<file path="config.mk">
export PLATFORM = sky130hd
export DESIGN_NAME = load_store_unit
export DESIGN_NICKNAME = d
export VERILOG_FILES = /design/src/rtl/load_store_unit.sv
export SDC_FILE = /design/constraint.sdc
export NUM_CORES = 1
export LEC_CHECK = 0
export BUFFER_PORTS_ARGS = -buffer_cell sky130_fd_sc_hd__buf_2
export CAP_MARGIN = 20
export CORE_MARGIN = 3
export CORE_UTILIZATION = 51
export CTS_BUF_LIST = sky130_fd_sc_hd__clkbuf_8
export CTS_CLUSTER_DIAMETER = 120
export DETAILED_ROUTE_END_ITERATION = 16
export GPL_ROUTABILITY_DRIVEN = 0
export GPL_TIMING_DRIVEN = 0
export HOLD_SLACK_MARGIN = 0.15
export PLACE_DENSITY = 0.93
export SKIP_CTS_REPAIR_TIMING = 1
export SYNTH_ARGS = -nofsm -noshare
export SYNTH_HDL_FRONTEND = slang
export SYNTH_SLANG_ARGS = --single-unit
</file>
<file path="constraint.sdc">
create_clock -name clk -period 4.4 [get_ports clk]
set_input_delay 0.88 -clock clk [delete_from_list [all_inputs] [get_ports clk]]
set_output_delay 0.88 -clock clk [all_outputs]
set_load 0.01 [all_outputs]
</file>
<file path="src/rtl/load_store_unit.sv">
// Memory-access stage: aligned byte/half/word loads and stores
// over a valid/ready data port, with fault reporting.
module load_store_unit #(
  parameter int unsigned TIMEOUT_CYCLES = 16
) (
  input  logic        clk,
  input  logic        reset,
  input  logic [31:0] alu_out,
  input  logic [31:0] rs2_data,
  input  logic [2:0]  fn3,
  input  logic        mem_read,
  input  logic        mem_write,
  output logic        stall,
  output logic [31:0] load_data,
  output logic        load_valid,
  output logic        fault,
  output logic [1:0]  fault_cause,
  output logic        dmem_req,
  output logic        dmem_we,
  output logic [31:0] dmem_addr,
  output logic [31:0] dmem_wdata,
  output logic [3:0]  dmem_strb,
  input  logic        dmem_ready,
  input  logic [31:0] dmem_rdata,
  input  logic        dmem_err
);

  typedef enum logic [1:0] {
    IDLE = 2'd0,
    REQ  = 2'd1,
    DONE = 2'd2
  } state_t;

  localparam logic [7:0] TO_LAST = 8'(TIMEOUT_CYCLES - 1);

  state_t      state, state_nx;
  logic [7:0]  cnt;
  logic [2:0]  fn3_q;
  logic [1:0]  off_q;
  logic        fault_q;
  logic        access, illegal, misal, timeout_hit;
  logic [31:0] wdata_c, sh_data, ext_data;
  logic [3:0]  strb_c;

  assign access      = mem_read | mem_write;
  assign timeout_hit = (cnt == TO_LAST);

  // Decode width/sign legality and natural alignment of the new access
  always_comb begin
    illegal = 1'b1;
    case (fn3)
      3'b000, 3'b001, 3'b010: illegal = 1'b0;
      3'b100, 3'b101:         illegal = mem_write;
      default:                illegal = 1'b1;
    endcase
    misal = ((fn3[1:0] == 2'b01) && alu_out[0]) ||
            ((fn3[1:0] == 2'b10) && (alu_out[1:0] != 2'b00));
  end

  // Replicate store data across lanes and pick byte enables
  always_comb begin
    wdata_c = rs2_data;
    strb_c  = 4'b1111;
    case (fn3[1:0])
      2'b00: begin
        wdata_c = {4{rs2_data[7:0]}};
        strb_c  = 4'b0001 << alu_out[1:0];
      end
      2'b01: begin
        wdata_c = {2{rs2_data[15:0]}};
        strb_c  = 4'b0011 << {alu_out[1], 1'b0};
      end
      default: begin
        wdata_c = rs2_data;
        strb_c  = 4'b1111;
      end
    endcase
  end

  // Shift the addressed lane down and extend to 32 bits
  always_comb begin
    sh_data = dmem_rdata >> {off_q, 3'b000};
    case (fn3_q)
      3'b000:  ext_data = {{24{sh_data[7]}}, sh_data[7:0]};
      3'b001:  ext_data = {{16{sh_data[15]}}, sh_data[15:0]};
      3'b100:  ext_data = {24'd0, sh_data[7:0]};
      3'b101:  ext_data = {16'd0, sh_data[15:0]};
      default: ext_data = sh_data;
    endcase
  end

  // State register
  always_ff @(posedge clk or posedge reset) begin
    if (reset) state <= IDLE;
    else       state <= state_nx;
  end

  // Next-state selection
  always_comb begin
    state_nx = state;
    case (state)
      IDLE: begin
        if (access)
          state_nx = (illegal || misal) ? DONE : REQ;
      end
      REQ: begin
        if (dmem_ready || timeout_hit)
          state_nx = DONE;
      end
      DONE:    state_nx = IDLE;
      default: state_nx = IDLE;
    endcase
  end

  // Handshake and status outputs decoded from state
  always_comb begin
    stall      = !reset &&
                 (((state == IDLE) && access) || (state == REQ));
    dmem_req   = (state == REQ);
    load_valid = (state == DONE) && !fault_q && !dmem_we;
    fault      = (state == DONE) && fault_q;
  end

  // Request registers, wait counter and response capture
  always_ff @(posedge clk or posedge reset) begin
    if (reset) begin
      cnt         <= '0;
      fn3_q       <= '0;
      off_q       <= '0;
      fault_q     <= 1'b0;
      fault_cause <= '0;
      load_data   <= '0;
      dmem_we     <= 1'b0;
      dmem_addr   <= '0;
      dmem_wdata  <= '0;
      dmem_strb   <= '0;
    end else begin
      case (state)
        IDLE: begin
          if (access) begin
            cnt        <= '0;
            fn3_q      <= fn3;
            off_q      <= alu_out[1:0];
            dmem_we    <= mem_write;
            dmem_addr  <= {alu_out[31:2], 2'b00};
            dmem_wdata <= mem_write ? wdata_c : '0;
            dmem_strb  <= mem_write ? strb_c : 4'b0000;
            load_data  <= '0;
            fault_q    <= illegal || misal;
            if (illegal)    fault_cause <= 2'b00;
            else if (misal) fault_cause <= 2'b01;
          end
        end
        REQ: begin
          if (dmem_ready) begin
            fault_q   <= dmem_err;
            load_data <= (!dmem_we && !dmem_err) ? ext_data : '0;
            if (dmem_err) fault_cause <= 2'b10;
          end else if (timeout_hit) begin
            fault_q     <= 1'b1;
            fault_cause <= 2'b11;
            load_data   <= '0;
          end else begin
            cnt <= cnt + 8'd1;
          end
        end
        default: ;
      endcase
    end
  end

endmodule
</file>
==> metrics.txt, run 1 <==
run status=completed; grt ovf=0; post-route ant nets=0; Pleak=0.00382 uW; Sw Ratio=0.413; DR pass1 iterations=5; H-tree Lvls=4; WS Path Type=primary input to output port; Ant. Diodes=0; Setup WS post-layout=2000 ps; final max-slew violation count=0; Worst EP required=3520 ps; Main synth FF type=dfrtp_1; slew at the pin closest to its max-slew limit=946 ps; Total GRT Usage=0.261; Switch Pwr=1870 uW; RSZ-0062 raised after global routing=no; DR vias/cell=5.32; final setup fails=0; Reg power frac=0.371; endpoints failing hold=0; flop and latch count out of synthesis=117; Worst setup startpoint=mem_write; CTS tree=built; vias in the first global route=4947; PortBufs=209; Post-Synthesis Cell Area=5480 um2; worst vdd ir=0.000335 V; fillers=860; Cell Rows=37; RR Startpoint=off_q[0]; pre-CTS setup slack=1810 ps; initial antenna violation count=0; CTS root buf=clkbuf_8; Arr. time, crit path=1520 ps; # Max-Cap Violations=0; clk_lat worst skew=430 ps; fin crit share=0.545; Die Ht=110 um; fmax=417 MHz; clock share of power=0.211; CTS clk-pin slew, worst paths=80 ps; combinational group share of total power=0.418; drt total wl=15400 um; largest net degree at the start of global routing=102; Crit Path Max Fanout=6; Post-synth ARST share=1.00; sequential element share of the synthesized area=0.534; Area Overhead vs Synth=29.9%; first-pass GRT wire length=24000 um; initial core utilization=0.528; crit path time final=2400 ps; routed via count=5015; Avg Inst Size Synth=9.73 um2; Cell Pwr Density=638 nW/um2; count of clock tree sinks=117; routed len/inst=16.3 um; HP Class=primary input to asynchronous set/reset pin; max-slew headroom at the worst pin=0.363; Int Power=2660 uW; die area=12000 um2; Cell variety after synth=53; DPL Wire Length=11600 um; total power=4540 uW; Synth warnings=0; NumNets Final=899; Die Width=110 um; CP Launch Type=primary input; CTS max path bufs=2; Post-synth EDFFs=0; drt drc=0; CTS Buf Count=17; Worst Setup End Kind=output port; core area=10400 um2; num ports=212; DRT iter0 DRCs=284; Syn Inst Count=563; share of layout cells above drive strength 1=0.361; Worst Skew=16.4 ps
-- power groups by stage --
| stage | registers [uW] | clock network, uW | logic (uW) |
|---|---|---|---|
| after global routing | 1720 | 1030 | 2110 |
| after global placement | 1680 | 0 | 1850 |
| after CTS | 1680 | 981 | 1910 |
| after floorplan | 1820 | 0 | 1010 |
| final | 1680 | 958 | 1900 |
| after detailed placement | 1690 | 0 | 1910 |
-- flip-flops by register name, summed over array words and instances, names as in the netlist --
signal and cells:
dmem_addr 30, off_q 2, fn3_q 3, dmem_strb 4, dmem_wdata 32, cnt 8
fault_cause 2, dmem_we 1, fault_q 1, state 2, load_data 32
-- area by class of cell --
type                       instances  area (um2)  area share
inverter                           5        23.8     0.00334
timing repair buffer             210        1070       0.151
multi-input combinational        405        2350       0.331
clock buffer                      18         248      0.0348
clock inverter                    14         140      0.0197
buffer                            37         181      0.0255
tap                              136         170      0.0239
sequential                       117        2930       0.411
-- stage by stage --
| stage | util | setup TNS (ps) | instance area [um2] | cells | hold WS, ps |
|---|---|---|---|---|---|
| floorplan | - | 0 | 5480 | 564 | 465 |
| finish | 0.686 | 0 | 7120 | 942 | 378 |
| detailed placement | 0.649 | 0 | 6730 | 910 | 457 |
| CTS | 0.686 | 0 | 7120 | 942 | 354 |
| global route | 0.686 | 0 | 7120 | 942 | 352 |
| global placement | 0.646 | -104970 | 6700 | 909 | 453 |
-- final timing paths --
check                                      end  slack (ps)  depth (start not counted)
worst max-delay path                     stall        2000                          4
worst min-delay path            dmem_wdata[21]         380                          2
worst max register to register    load_data[5]        2210                          6
worst min register to register   dmem_addr[20]         470                          2
max in group asynchronous             off_q[0]        3310                          3
min in group clk                 dmem_addr[20]         470                          2
-- Yosys cell counts, drive strengths merged, types with 7 or more instances --
master	number	area share
a21oi	16	0.015
a22o	8	0.013
nand2	160	0.11
a221o	8	0.016
a211o	15	0.026
a32o	7	0.013
mux2i	26	0.048
dfrtp	117	0.53
nor2	22	0.016
clkbuf	23	0.016
o21ai	63	0.058
buf	14	0.017
nor2b	25	0.029
mux2	10	0.021
-- cell usage in the layout (no fill, tap or decap), types with 2 or more instances in the layout --
| cell type | instances |
|---|---|
| a221o_2 | 8 |
| nand3_1 | 5 |
| clkbuf_8 | 18 |
| a211o_1 | 7 |
| clkinvlp_4 | 2 |
| buf_1 | 3 |
| nor2b_1 | 25 |
| a22o_1 | 8 |
| mux2i_1 | 26 |
| a21oi_1 | 16 |
| buf_2 | 213 |
| clkbuf_1 | 23 |
| a211o_2 | 8 |
| nor2_1 | 21 |
| buf_4 | 4 |
| or2_2 | 2 |
| o21ai_0 | 61 |
| xor2_1 | 3 |
| nor3_1 | 4 |
| dfrtp_1 | 117 |
| conb_1 | 2 |
| nor3b_1 | 2 |
| nand2_1 | 159 |
| buf_6 | 3 |
| or3_1 | 2 |
| a32o_1 | 7 |
| inv_6 | 7 |
| clkinv_4 | 3 |
| mux2_2 | 10 |
| inv_1 | 4 |
| nand2b_1 | 3 |
-- routing by layer --
metal | share of wire | GRT usage
met4 | 0.029 | 0.121
met1 | 0.40 | 0.311
met5 | 0 | 0
met3 | 0.075 | 0.0617
met2 | 0.50 | 0.447
-- critical path: stages --
cell and delay (ps):
buf_2 140, nor3_1 270, nor3_1 70, buf_2 150
-- cells by family (layout without fill, tap and decap cells) --
| family | count (synthesis) | after routing | synth area share |
|---|---|---|---|
| AOI/OAI and AO/OA | 124 | 124 | 0.154 |
| xor gates and xnor gates | 4 | 4 | 0.00640 |
| adders and majority gates | 1 | 1 | 0.00228 |
| buffers and inverters | 42 | 284 | 0.0365 |
| DFF | 117 | 117 | 0.534 |
| muxes | 36 | 36 | 0.0681 |
| other | 1 | 2 | 0.000685 |
| and+or+nand+nor | 238 | 238 | 0.197 |
Note: power is estimated with default switching activity, not from simulation.
==> inputs of run 2 (changes only) <==
- CORE_UTILIZATION: 51 -> 46
- PLACE_DENSITY: 0.93 -> 0.89
- clock period: 4.4 -> 2.1 ns (I/O delays scaled with it)
==> run 2 against run 1 <==
  * Sequential power up 110%
  * Highest routed layer is now met5
  * Sequential cell count unchanged
  * First-iteration DRC count up 30%
  * Routed wire length up 3.8%
  * Sequential share of layout area down 0.76 points
==> metrics.txt, run 2 (synthesis results as in run 1) <==
endpoints failing hold=0; fin crit share=0.943; Die Ht=115 um; routed via count=5077; Crit Reg-Reg Endpoint=dmem_wdata[4]; final max-slew violation count=0; Worst EP required=2420 ps; PortBufs=209; Worst Setup End Kind=flip-flop; Setup WS post-layout=119 ps; Endpoint, Worst Hold=dmem_addr[8]; most common cell after layout, fill and taps aside=buf_2; GR Util met3=0.0768; worst vdd ir=0.000874 V; # Max-Cap Violations=0; DR pass1 iterations=5; fillers=973; largest net degree at the start of global routing=42; WS Path Type=flip-flop to flip-flop; die area=13300 um2; CTS clk-pin slew, worst paths=70 ps; DPL Wire Length=12200 um; commonest cells after routing, fill and taps aside=buf_2, nand2_1, dfrtp_1, o21ai_0, mux2i_1; HP Class=primary input to flip-flop; Total GRT Usage=0.244; Cell Rows=39; Crit Path Max Fanout=10; post-route ant nets=0; run status=completed; NumNets Final=904; max-slew headroom at the worst pin=0.321; reg2reg setup slack=120 ps; CTS root buf=clkbuf_8; crit path time final=1980 ps; Ant. Diodes=0; drt drc=0; Pleak=0.00388 uW; CTS max path bufs=2; RR Startpoint=state[1]; clk_lat worst skew=430 ps; initial antenna violation count=2; hold_sp=alu_out[8]; Worst Skew=6.25 ps; DR vias/cell=5.32; CP Launch Type=flip-flop; slew at the pin closest to its max-slew limit=1010 ps; met2 usage=0.405; pre-CTS setup slack=-106 ps; core area=11500 um2; CTS tree=built; Setup TNS Final=0 ps; WHS=173 ps; biggest regs=dmem_wdata: 32 flops, load_data: 32 flops, dmem_addr: 30 flops; RSZ-0062 raised after global routing=no; Die Width=115 um; Reg2Reg Depth=6; DRT iter0 DRCs=368; routed len/inst=16.7 um; Area Overhead vs Synth=32.4%; Arr. time, crit path=2300 ps; share of layout cells above drive strength 1=0.372; num ports=212; H-tree Lvls=4; met1 Usage GRT=0.292; initial core utilization=0.476; Cell Pwr Density=1340 nW/um2; vias in the first global route=5038; grt ovf=0; GRT Max-Usage Layer=met2; drt total wl=15900 um; number of cells on the worst hold path=3; first-pass GRT wire length=25200 um; CTS Buf Count=17; fmax=505 MHz; final setup fails=0; count of clock tree sinks=117
-- run 2: cell types whose count changed in the layout (fill, tap and decap cells not counted), sizes merged --
cell / change
buf: +5
bufinv: +3
clkbuf: -2
clkinv: +5
clkinvlp: +1
dlygate4sd3: +1
inv: -8
-- run 2: worst max path at each step --
stage / start / endpoint / slack [ps] / cells after the start
6_report: state[1] / dmem_wdata[4] / 120 / 6
5_1_grt: cnt[0] / cnt[3] / 4 / 7
4_1_cts: state[1] / load_data[31] / -140 / 7
3_5_place_dp: state[1] / load_data[31] / -110 / 7
3_3_place_gp: reset / dmem_wdata[19] / -510 / 2
2_1_floorplan: reset / cnt[0] / 250 / 1
-- run 2: stage by stage --
stage          power (uW)  instances  area [um2]  utilization
3_3_place_gp         7410        916        6710        0.583
4_1_cts              9770        951        7190        0.625
5_1_grt             10500        954        7250        0.630
2_1_floorplan        5940        564        5490            -
6_report             9730        954        7250        0.630
3_5_place_dp         7540        919        6770        0.588
-- run 2: where the power goes --
group | internal (uW) | switching, uW
Combinational | 1560 | 2460
Sequential | 3050 | 463
Clock | 1280 | 914
-- run 2: metal layers --
metal  vias to the layer above  share of wire
met5                         -         0.0017
met4                         4          0.022
met3                        37          0.091
met2                       257           0.49
met1                      2381           0.39
li1                       2398              -
-- run 2: final cells by class --
class | instances | area, um2 | share of cell area
Inverter | 5 | 22.5 | 0.00311
Buffer | 36 | 181 | 0.0250
Clock inverter | 15 | 188 | 0.0259
Clock buffer | 17 | 234 | 0.0323
Multi-Input combinational cell | 405 | 2380 | 0.328
Timing Repair Buffer | 216 | 1140 | 0.157
Sequential cell | 117 | 2930 | 0.404
Tap cell | 143 | 179 | 0.0247
-- run 2: worst max-delay path, cell delays in order (launching register included) --
cell      delay, ps
dfrtp_1         380
buf_6           140
nor2_1          250
o21ai_0         160
clkbuf_1        280
clkbuf_1        340
a22o_1          310
==> inputs of run 3 (changes only) <==
- clock period: 2.1 -> 1.65 ns (I/O delays scaled with it)
==> run 3 against run 2 <==
  * Total power rose by 39%
  * Register-to-register slack lost 410 ps
  * Critical path type unchanged
  * The run now ends with negative setup slack left
  * Count of clock-buffer cells in the layout rose by 3
  * Cell count rose by 4.8%
  * Critical path depth is 1 higher
  * Routed wire length grew 18%
  * Non-clock buffer count up 47
  * Largest power group unchanged
  * Via count grew 10%
  * First-iteration DRC count grew 25%
  * Largest cell class unchanged
==> metrics.txt, run 3 (synthesis results as in run 1) <==
run status=complete, but fails checks; failing checks=negative setup slack; Endpoint, Worst Hold=dmem_wdata[28]; Worst EP required=1970 ps; PortBufs=209; fmax=515 MHz; fin crit share=1.18; final max-slew violation count=0; finished layout cell area=7990 um2; DR vias/cell=5.59; reg2reg setup slack=-290 ps; CTS max path bufs=2; CTS clk-pin slew, worst paths=70 ps; Sw Ratio=0.396; Cell Rows=39; endpoints failing hold=0; Worst path max stage delay=560 ps; CTS root buf=clkbuf_8; first-pass GRT wire length=25600 um; commonest cells after routing, fill and taps aside=buf_2, nand2_1, dfrtp_1, o21ai_0, dlygate4sd3_1; max-slew headroom at the worst pin=0.439; Worst Setup End Kind=flip-flop; Int Power=8160 uW; HP Class=primary input to flip-flop; vias in the first global route=5183; initial core utilization=0.476; fillers=811; CP Buf/Inv Count=2; num ports=212; DPL Wire Length=12300 um; Crit Path Max Fanout=6; die area=13300 um2; initial antenna violation count=1; Arr. time, crit path=2260 ps; # Max-Cap Violations=0; DRT iter0 DRCs=461; routed len/inst=18.7 um; Ant. Diodes=0; CTS Buf Count=17; clock share of power=0.215; Pleak=0.00421 uW; Switch Pwr=5360 uW; slew at the pin closest to its max-slew limit=834 ps; DR pass1 iterations=5; RR Startpoint=cnt[4]; most common cell after layout, fill and taps aside=buf_2; Die Ht=115 um; Cell Pwr Density=1690 nW/um2; final setup fails=78; CP Cell Sequence=or4_4 -> o21ai_4 -> nand2_4 -> buf_8 -> buf_12 -> o31ai_4 -> o21ai_1; Crit Reg-Reg Endpoint=fault_cause[0]; Worst Skew=14.8 ps; grt ovf=0; Total GRT Usage=0.249; Setup WS post-layout=-291 ps; Setup TNS Final=-10540 ps; Crit path max-delay family=simple AND/OR/NAND/NOR gates; count of clock tree sinks=117; combinational group share of total power=0.448; largest net degree at the start of global routing=42; Reg power frac=0.337; hold_sp=rs2_data[28]; routed via count=5587; drt total wl=18700 um; Reg2Reg Depth=7; crit path time final=1940 ps; Area Overhead vs Synth=45.9%; H-tree Lvls=4; post-route ant nets=0; worst vdd ir=0.00111 V; RSZ-0062 raised after global routing=yes; clk_lat worst skew=440 ps; drt drc=0; number of cells on the worst hold path=3; biggest regs=dmem_wdata: 32 flops, load_data: 32 flops, dmem_addr: 30 flops; CTS tree=built; CP Launch Type=flip-flop; share of layout cells above drive strength 1=0.408; Die Width=115 um; slowest stage cell, crit path=or4_4; placed cell areas=6780 um2; WS Path Type=flip-flop to flip-flop; NumNets Final=951; core area=11500 um2
==> run 3: changes by cell type in the layout (fill, tap and decap cells not counted), sizes merged <==
cell / previous run / this run
inv: 4 / 6
buf: 229 / 246
dlygate4sd3: 1 / 37
clkinv: 9 / 3
clkbuf: 39 / 36
==> run 3: routing by layer <==
metal	GRT usage	routed length (um)	share of wire
met1	0.307	7330	0.39
met2	0.410	9310	0.50
met3	0.0779	1600	0.086
met4	0.0978	472	0.025
met5	0	13	0.00069
==> run 3: worst register-to-register path, cell delays in order (launching register included) <==
cell	delay, ps
dfrtp_1	410
or4_4	560
o21ai_4	210
nand2_4	110
buf_8	160
buf_12	130
o31ai_4	160
o21ai_1	90
==> run 3: worst max path at each step <==
stage               slack [ps]  cells past startpoint             end  startpoint
floorplan                 -160                      7  fault_cause[0]      cnt[7]
global placement          -860                      2   dmem_wdata[9]       reset
detailed placement        -530                      6  fault_cause[1]  alu_out[0]
CTS                       -490                      7   dmem_wdata[8]    state[0]
global route              -350                      7  fault_cause[0]      cnt[4]
finish                    -290                      7  fault_cause[0]      cnt[4]
==> run 3: power by group through the flow <==
stage,combinational (uW),clock (uW),sequential (uW)
final,6050,2910,4550
after global routing,6580,3040,4640
after CTS,5160,2930,4470
after detailed placement,5160,0,4480
after global placement,4970,0,4480
after floorplan,2720,0,4870
==> run 3: area by class of cell <==
| cell class | count | area [um2] | area share |
|---|---|---|---|
| flip-flops and latches | 117 | 2930 | 0.367 |
| multi-input cells | 405 | 2540 | 0.317 |
| repair buffers | 263 | 1650 | 0.207 |
| clock buffers | 20 | 275 | 0.0344 |
| plain buffers | 36 | 238 | 0.0297 |
| well taps | 143 | 179 | 0.0224 |
| clock inverters | 11 | 158 | 0.0197 |
| inverters | 5 | 22.5 | 0.00282 |
==> run 3: per-stage QoR <==
step / setup slack (ps) / hold WS, ps / utilization / total power, uW / std cells
finish: -291 / 160 / 0.694 / 13500 / 1000
global route: -348 / 151 / 0.694 / 14300 / 1000
CTS: -489 / -249 / 0.627 / 12600 / 950
detailed placement: -526 / 232 / 0.589 / 9640 / 919
global placement: -865 / 453 / 0.584 / 9450 / 916
floorplan: -160 / 435 / - / 7580 / 564
